==> src/rtl/alu_pkg.sv <==
// Shared definitions for the pipelined EX-stage ALU.
// Covers op encodings, flag bit positions, FSM states and the multicycle-op classifier.
package alu_pkg;

    typedef enum logic [3:0] {
        ALU_OP_ADD   = 4'd0,
        ALU_OP_SUB   = 4'd1,
        ALU_OP_AND   = 4'd2,
        ALU_OP_OR    = 4'd3,
        ALU_OP_SLT   = 4'd4,
        ALU_OP_SLTU  = 4'd5,
        ALU_OP_PASSB = 4'd6,
        ALU_OP_SLL   = 4'd7,
        ALU_OP_SRL   = 4'd8,
        ALU_OP_SRA   = 4'd9,
        ALU_OP_MULT  = 4'd10,
        ALU_OP_MULTU = 4'd11,
        ALU_OP_DIV   = 4'd12,
        ALU_OP_DIVU  = 4'd13
    } alu_op_e;

    localparam int unsigned FLAG_BIT_ZERO     = 0;
    localparam int unsigned FLAG_BIT_OVERFLOW = 1;
    localparam int unsigned FLAG_BIT_DIVZERO  = 2;

    typedef enum logic [1:0] {
        ST_IDLE = 2'd0,
        ST_BUSY = 2'd1,
        ST_DONE = 2'd2
    } alu_state_e;

    function automatic logic is_multicycle(input logic [3:0] op);
        return op inside {ALU_OP_MULT, ALU_OP_MULTU, ALU_OP_DIV, ALU_OP_DIVU};
    endfunction

endpackage

==> src/rtl/pipelined_alu_muldiv_iter.sv <==
// Iterative engine: shift-add multiply or restoring divide, one bit per cycle.
// Operates on magnitudes; the sign fix-up is applied to the final step's combinational output.
module muldiv_iter
    import alu_pkg::*;
#(
    parameter int unsigned WIDTH = 32,
    parameter int unsigned SHW   = $clog2(WIDTH)
) (
    input  logic             clk,
    input  logic             rstn,
    input  logic             start,
    input  logic             is_signed,
    input  logic             mode,
    input  logic [WIDTH-1:0] a,
    input  logic [WIDTH-1:0] b,
    output logic             done,
    output logic [WIDTH-1:0] hi,
    output logic [WIDTH-1:0] lo
);

    logic               busy;
    logic [SHW-1:0]     cnt;
    logic               mode_q;
    logic               neg_q;
    logic               rneg_q;
    logic [WIDTH:0]     acc;
    logic [WIDTH-1:0]   qr;
    logic [WIDTH-1:0]   bm;

    logic [WIDTH-1:0]   a_mag;
    logic [WIDTH-1:0]   b_mag;
    logic [WIDTH:0]     add;
    logic [WIDTH:0]     sh;
    logic [WIDTH+1:0]   diff;
    logic [WIDTH:0]     acc_n;
    logic [WIDTH-1:0]   qr_n;
    logic [2*WIDTH-1:0] prod;

    assign a_mag = (is_signed && a[WIDTH-1]) ? -a : a;
    assign b_mag = (is_signed && b[WIDTH-1]) ? -b : b;

    // The last step is never registered; done/hi/lo present it combinationally.
    assign done = busy && (cnt == SHW'(WIDTH-1));

    always_comb begin
        add  = {1'b0, acc[WIDTH-1:0]} + (qr[0] ? {1'b0, bm} : '0);
        sh   = {acc[WIDTH-1:0], qr[WIDTH-1]};
        diff = {1'b0, sh} - {2'b00, bm};
        if (!mode_q) begin
            acc_n = {1'b0, add[WIDTH:1]};
            qr_n  = {add[0], qr[WIDTH-1:1]};
        end else if (!diff[WIDTH+1]) begin
            acc_n = diff[WIDTH:0];
            qr_n  = {qr[WIDTH-2:0], 1'b1};
        end else begin
            acc_n = sh;
            qr_n  = {qr[WIDTH-2:0], 1'b0};
        end

        prod = {acc_n[WIDTH-1:0], qr_n};
        if (neg_q) begin
            prod = -prod;
        end

        if (!mode_q) begin
            hi = prod[2*WIDTH-1:WIDTH];
            lo = prod[WIDTH-1:0];
        end else begin
            lo = neg_q  ? -qr_n : qr_n;
            hi = rneg_q ? -acc_n[WIDTH-1:0] : acc_n[WIDTH-1:0];
        end
    end

    always_ff @(posedge clk or negedge rstn) begin
        if (!rstn) begin
            busy   <= 1'b0;
            cnt    <= '0;
            mode_q <= 1'b0;
            neg_q  <= 1'b0;
            rneg_q <= 1'b0;
            acc    <= '0;
            qr     <= '0;
            bm     <= '0;
        end else if (start) begin
            busy   <= 1'b1;
            cnt    <= '0;
            mode_q <= mode;
            neg_q  <= is_signed && (a[WIDTH-1] ^ b[WIDTH-1]);
            rneg_q <= is_signed && a[WIDTH-1];
            acc    <= '0;
            qr     <= a_mag;
            bm     <= b_mag;
        end else if (busy) begin
            acc <= acc_n;
            qr  <= qr_n;
            cnt <= cnt + 1'b1;
            if (done) begin
                busy <= 1'b0;
            end
        end
    end

endmodule

==> src/rtl/pipelined_alu.sv <==
// Registered valid/ready EX-stage ALU with an internal sticky flag register.
// Single-cycle ops finish on the accept edge; mul/div run WIDTH cycles in muldiv_iter.
module pipelined_alu
    import alu_pkg::*;
#(
    parameter int unsigned WIDTH = 32,
    parameter int unsigned SHW   = $clog2(WIDTH),
    parameter int unsigned FLAGW = 32
) (
    input  logic             clk,
    input  logic             rstn,
    input  logic             in_valid,
    output logic             in_ready,
    input  logic [3:0]       op,
    input  logic [WIDTH-1:0] x,
    input  logic [WIDTH-1:0] y,
    output logic             out_valid,
    input  logic             out_ready,
    output logic [WIDTH-1:0] result,
    output logic [WIDTH-1:0] hi,
    output logic [WIDTH-1:0] lo,
    input  logic             flag_clr,
    output logic [FLAGW-1:0] flags
);

    alu_state_e state, state_n;
    alu_op_e    opc;

    logic             accept;
    logic             op_md;
    logic             op_div;
    logic             op_divz;
    logic             go_busy;
    logic             md_start;
    logic             md_done;
    logic [WIDTH-1:0] md_hi;
    logic [WIDTH-1:0] md_lo;

    logic [WIDTH-1:0]        y_eff;
    logic [WIDTH:0]          sum;
    logic                    add_ovf;
    logic [SHW-1:0]          shamt;
    logic signed [WIDTH-1:0] sra_v;
    logic [WIDTH-1:0]        sc_res;
    logic                    sc_ovf;

    logic             wr;
    logic             set_ovf;
    logic             set_dz;
    logic [WIDTH-1:0] res_n;
    logic [WIDTH-1:0] hi_n;
    logic [WIDTH-1:0] lo_n;
    logic [FLAGW-1:0] flags_n;

    assign opc      = alu_op_e'(op);
    assign op_md    = is_multicycle(op);
    assign op_div   = (opc == ALU_OP_DIV) || (opc == ALU_OP_DIVU);
    assign op_divz  = op_div && (y == '0);
    assign go_busy  = op_md && !op_divz;
    assign md_start = accept && go_busy;
    assign out_valid = (state == ST_DONE);

    always_ff @(posedge clk or negedge rstn) begin
        if (!rstn) begin
            state <= ST_IDLE;
        end else begin
            state <= state_n;
        end
    end

    // Accepting in DONE retires the held result on the same edge, so no bubble.
    always_comb begin
        state_n  = state;
        in_ready = 1'b0;
        case (state)
            ST_IDLE: in_ready = 1'b1;
            ST_BUSY: if (md_done) state_n = ST_DONE;
            ST_DONE: begin
                in_ready = out_ready;
                if (out_ready) state_n = ST_IDLE;
            end
            default: state_n = ST_IDLE;
        endcase
        accept = in_valid && in_ready;
        if (accept) begin
            state_n = go_busy ? ST_BUSY : ST_DONE;
        end
    end

    muldiv_iter #(
        .WIDTH (WIDTH),
        .SHW   (SHW)
    ) u_muldiv (
        .clk       (clk),
        .rstn      (rstn),
        .start     (md_start),
        .is_signed ((opc == ALU_OP_MULT) || (opc == ALU_OP_DIV)),
        .mode      (op_div),
        .a         (x),
        .b         (y),
        .done      (md_done),
        .hi        (md_hi),
        .lo        (md_lo)
    );

    assign shamt = x[SHW-1:0];
    assign sra_v = $signed(y) >>> shamt;

    always_comb begin
        y_eff   = (opc == ALU_OP_SUB) ? ~y : y;
        sum     = {1'b0, x} + {1'b0, y_eff} + {{WIDTH{1'b0}}, (opc == ALU_OP_SUB)};
        add_ovf = sum[WIDTH] ^ sum[WIDTH-1] ^ x[WIDTH-1] ^ y_eff[WIDTH-1];
        sc_res  = '0;
        sc_ovf  = 1'b0;
        case (opc)
            ALU_OP_ADD, ALU_OP_SUB: begin
                sc_res = sum[WIDTH-1:0];
                sc_ovf = add_ovf;
            end
            ALU_OP_AND:   sc_res = x & y;
            ALU_OP_OR:    sc_res = x | y;
            ALU_OP_SLT:   sc_res = {{(WIDTH-1){1'b0}}, ($signed(x) < $signed(y))};
            ALU_OP_SLTU:  sc_res = {{(WIDTH-1){1'b0}}, (x < y)};
            ALU_OP_PASSB: sc_res = y;
            ALU_OP_SLL:   sc_res = y << shamt;
            ALU_OP_SRL:   sc_res = y >> shamt;
            ALU_OP_SRA:   sc_res = sra_v;
            default:      sc_res = '0;
        endcase
    end

    // A flag update overrides flag_clr only for the bits it actually writes.
    always_comb begin
        wr      = 1'b0;
        set_ovf = 1'b0;
        set_dz  = 1'b0;
        res_n   = result;
        hi_n    = hi;
        lo_n    = lo;
        if (accept) begin
            if (op_divz) begin
                wr     = 1'b1;
                set_dz = 1'b1;
                hi_n   = x;
                lo_n   = '1;
                res_n  = '1;
            end else if (!op_md) begin
                wr      = 1'b1;
                set_ovf = sc_ovf;
                res_n   = sc_res;
            end
        end else if ((state == ST_BUSY) && md_done) begin
            wr    = 1'b1;
            hi_n  = md_hi;
            lo_n  = md_lo;
            res_n = md_lo;
        end

        flags_n = flag_clr ? '0 : flags;
        if (wr) begin
            flags_n[FLAG_BIT_ZERO] = (res_n == '0);
            if (set_ovf) flags_n[FLAG_BIT_OVERFLOW] = 1'b1;
            if (set_dz)  flags_n[FLAG_BIT_DIVZERO]  = 1'b1;
        end
    end

    always_ff @(posedge clk or negedge rstn) begin
        if (!rstn) begin
            result <= '0;
            hi     <= '0;
            lo     <= '0;
            flags  <= '0;
        end else begin
            result <= res_n;
            hi     <= hi_n;
            lo     <= lo_n;
            flags  <= flags_n;
        end
    end

endmodule
==> config.mk <==
export PLATFORM = sky130hd
export DESIGN_NAME = pipelined_alu
export DESIGN_NICKNAME = d
export VERILOG_FILES = /design/src/rtl/alu_pkg.sv /design/src/rtl/pipelined_alu_muldiv_iter.sv /design/src/rtl/pipelined_alu.sv
export SDC_FILE = /design/constraint.sdc
export NUM_CORES = 1
export LEC_CHECK = 0
export CAP_MARGIN = 40
export CORE_AREA = 2 2 338 340
export DETAILED_ROUTE_END_ITERATION = 12
export DIE_AREA = 0 0 340 342
export PLACE_DENSITY_LB_ADDON = 0.25
export SETUP_SLACK_MARGIN = 0.02
export SLEW_MARGIN = 5
export SYNTH_ARGS = -nofsm -noshare
export SYNTH_HDL_FRONTEND = slang
export SYNTH_SLANG_ARGS = --single-unit
==> constraint.sdc <==
create_clock -name clk -period 5.41 [get_ports clk]
set_clock_uncertainty 0.1 [all_clocks]
set_input_delay 1.082 -clock clk [delete_from_list [all_inputs] [get_ports clk]]
set_output_delay 1.082 -clock clk [all_outputs]
set_load 0.005 [all_outputs]
==> metrics.md <==
| Metric | Value |
|---|---|
| Status | `complete, but fails checks` |
| Failing checks | `setup timing` |
| Final Non-Filler Cells | `5625` |
| Root buf cell | `clkbuf_16` |
| Final hold vios | `0` |
| Cells after Synth | `3326` |
| Register area share after synthesis | `20.0%` |
| First drt pass iteration count | `6` |
| Clock-pin slew on the worst setup and hold paths | `0.06 ns` |
| Crit path DAT | `5.86 ns` |
| Startpoint types | `input pin` |
| Distinct cells, synth | `93` |
| RSZ-0062 raised after global routing | `yes` |
| CTS H-tree depth | `1` |
| Worst-skew pair later-pin latency | `0.58 ns` |
| Setup violations, final | `1` |
| DP Worst Slack | `-1.11 ns` |
| Leakage power | `15.6 nW` |
| Number of enable flip-flop cells after synthesis | `0` |
| IO buf count | `173` |
| Synth warnings | `0` |
| Slew at the pin closest to its max-slew limit | `0.903 ns` |
| Die Ht | `342 um` |
| Number of synthesized register bits | `206` |
| Post-DRT Antenna Nets | `0` |
| Fmax | `183 MHz` |
| R2R Path End | `flags[0]` |
| Setup tns final | `-0.0640 ns` |
| Crit path capture type | `flop` |
| Min-Delay Path Class | `input pin to async pin` |
| CP max-delay cell | `clkdlybuf4s50_1` |
| Layout cells sized above 1 | `24.8%` |
| Mapped Area | `25800 um2` |
| Setup ws final | `-0.0640 ns` |
| Clock Path Buffers | `3` |
| Crit path kind | `input pin to flop` |
| GRT Overall Usage | `25.1%` |
| DIE AREA | `116000 um2` |
| Initial Util | `22.8%` |
| Routed length per placed instance | `26.9 um` |
| CTS buffer count | `29` |
| Max VDD drop | `0.338 mV` |
| First-pass GRT wire length | `214000 um` |
| Top cell by count, worst path | `a21o_1` |
| Ant. Diodes | `0` |
| Main synth FF type | `dfrtp_1` |
| Crit path buffers/inverters | `4` |
| Placed insts | `5561` |
| Hold buffers post-CTS | `0` |
| Routed vias/inst | `5.38` |
| Total gr overflow | `0` |
| CTS sink cnt | `206` |
| Mean post-synth cell area | `7.74 um2` |
| Worst reg2reg setup slack | `0.02 ns` |
| Post-synth ARST share | `100%` |
| TritonCTS clock tree | `yes` |
| Slowest stage delay, CP | `0.72 ns` |
| Crit path max-delay family | `compound AO/OA/AOI/OAI gates` |
| Synth-to-layout area growth | `39.6%` |
| Global routing's busiest layer | `met2` |
| Die width | `340 um` |
| Req. time, crit path | `5.79 ns` |
| Initial antenna violation count | `15` |
| Power Total | `0.0188 W` |
| Crit Path Max Fanout | `5` |
| Largest net degree at the start of global routing | `80` |
| Row count | `124` |
| Power per Cell Area | `522 nW/um2` |
| DR DRC count | `0` |
| Routing usage on met3 | `4.07%` |
| Via count | `30300` |
| Core area | `113000 um2` |
| Met2 Usage GRT | `38.9%` |
| Post-layout min period | `5.47 ns` |
| Io pins | `203` |
| Relative slew margins | `39.6%` |
| Routed WL | `151000 um` |
| GPL Wtd Cong | `0.990` |
| Vias in the first global route | `29100` |
| Reg-to-reg startpoint | `u_muldiv.bm[14]` |
| R2R cell count | `16` |
| First DRT Iteration DRCs | `3457` |
| Hpwl dp | `125000 um` |
| Worst-path cell chain | `clkdlybuf4s50_1, inv_1, xnor2_1, ha_1, a21o_1, a21o_1, a21o_1, a211oi_2, buf_4, nor3_1, buf_4, o31a_1, o21ai_1, a21oi_1, o221a_2, a211o_1, or4_4, or4_4, o32ai_2` |
| Met1 Usage GRT | `36.1%` |
| Fin crit share | `101%` |
| Slew Viols, Final | `0` |
| MaxCap Viol Count | `0` |
| Nets | `4366` |
cell usage in the layout, fill, tap and decap left out, types with 21 or more instances in the layout:
master and n:
nand2_1 331, a22oi_1 25, a211oi_1 32, conb_1 29, mux2i_1 112, nor3_1 91, clkdlybuf4s50_1 162, o21a_1 33
ha_1 197, o211ai_1 56, xor2_1 49, nand4_1 42, and2_1 50, mux4_2 61, inv_1 142, or3_1 35
nand3_1 50, nor2_1 306, clkbuf_16 29, o31ai_1 29, and3_1 21, a21o_1 41, o22ai_1 25, xnor2_1 156
a21oi_1 234, nor2b_1 23, nor4_1 29, nand2b_1 22, buf_4 762, a31oi_1 43, o21ai_0 257, dfrtp_1 203
buf_12 26
worst register-to-register path, delay by kind of cell, from the launching register on:
family / cells / cell delay, ns
adder cells (fa/ha/maj): 1 / 0.31
AND/OR/NAND/NOR: 5 / 1.91
flip-flops: 1 / 0.36
AO/OA/AOI/OAI: 7 / 2.01
buffers and inverters: 2 / 0.33
XOR/XNOR: 1 / 0.29
registers in the layout, summed over array words and instances, names as in the netlist, 2 cells and up:
signal,count
u_muldiv.cnt,5
hi,32
state,2
u_muldiv.qr,32
lo,32
result,32
flags,3
u_muldiv.bm,32
u_muldiv.acc,32
synth_stat cells, types with 11 or more instances:
master     instances  area (um2)
a211oi_1          35         263
a21o_1            41         308
a21oi_1          241        1210
a221oi_1          19         166
a22oi_1           25         188
a31oi_1           44         275
and2_1            50         313
and3_1            22         138
buf_1             31         116
buf_2             25         125
buf_4             35         263
clkbuf_1         167         627
dfrtp_1          206        5150
ha_1             197        2460
inv_1            144         541
mux2_2            13         146
mux2i_1          112        1120
mux4_2            61        1370
nand2_1          333        1250
nand2b_1          22         138
nand3_1           50         250
nand4_1           42         263
nor2_1           311        1170
nor2b_1           23         144
nor3_1            96         480
nor3b_1           11        82.6
nor4_1            31         194
o2111ai_1         13         114
o211ai_1          56         420
o21a_1            33         248
o21ai_0          265        1330
o21bai_1          15         113
o221a_2           13         146
o221ai_1          11        96.3
o22ai_1           25         156
o31ai_1           29         218
o41ai_1           13         114
or3_1             35         219
or4_1             12        90.1
xnor2_1          160        1400
xor2_1            49         429
final cells by class:
cell class	instances	area, um2
clock inverter	17	205
multi-input combinational	2744	19400
sequential	206	5160
clock buffer	34	774
timing repair buffer	966	8020
fill	12100	77100
inverter	146	553
tap	1512	1890
worst max path at each step:
stage	startpoint	end	slack, ns	cells past startpoint
after detailed placement	op[3]	flags[0]	-1.11	21
after global routing	op[1]	flags[0]	-0.15	21
final	y[9]	flags[0]	-0.06	19
after CTS	op[3]	flags[0]	0.02	21
after floorplan	x[0]	flags[0]	-0.18	22
after global placement	op[3]	flags[0]	-1.11	21
what timing repair did:
item	4_1_cts	5_1_grt
setup buffers	13	0
resized for setup	49	8
pin swaps	32	4
endpoints found under the setup margin	2	9
per-stage QoR:
step | instance area, um2 | util, % | hold WS (ns)
3_5_place_dp | 34700 | 30.7 | 0.377
4_1_cts | 35900 | 31.8 | 0.335
6_report | 36000 | 31.8 | 0.339
5_1_grt | 36000 | 31.8 | 0.355
2_1_floorplan | 26100 | - | 0.363
3_3_place_gp | 34700 | 30.6 | 0.369
routing by layer:
metal	vias to the layer above	routed length [um]
met5	-	101
met4	16	4280
met3	184	12400
met2	1353	65500
met1	15000	69100
li1	13700	-
kinds of logic (layout without fill, tap and decap cells):
kind of cell / Yosys count / in the layout / synth area share (%)
other: 1 / 29 / 0.0146
multiplexers: 188 / 188 / 10.3
XOR/XNOR: 209 / 209 / 7.11
flip-flops: 206 / 206 / 20.0
AO/OA/AOI/OAI: 1029 / 1029 / 26.1
AND/OR/NAND/NOR: 1089 / 1089 / 20.1
adder cells (fa/ha/maj): 200 / 200 / 9.80
buffers and inverters: 404 / 1163 / 6.52
power by group:
part | switching (W) | internal (W)
Sequential | 0.000787 | 0.00212
Combinational | 0.00801 | 0.00581
Clock | 0.000839 | 0.00121
(Power assumes the default switching activity.)
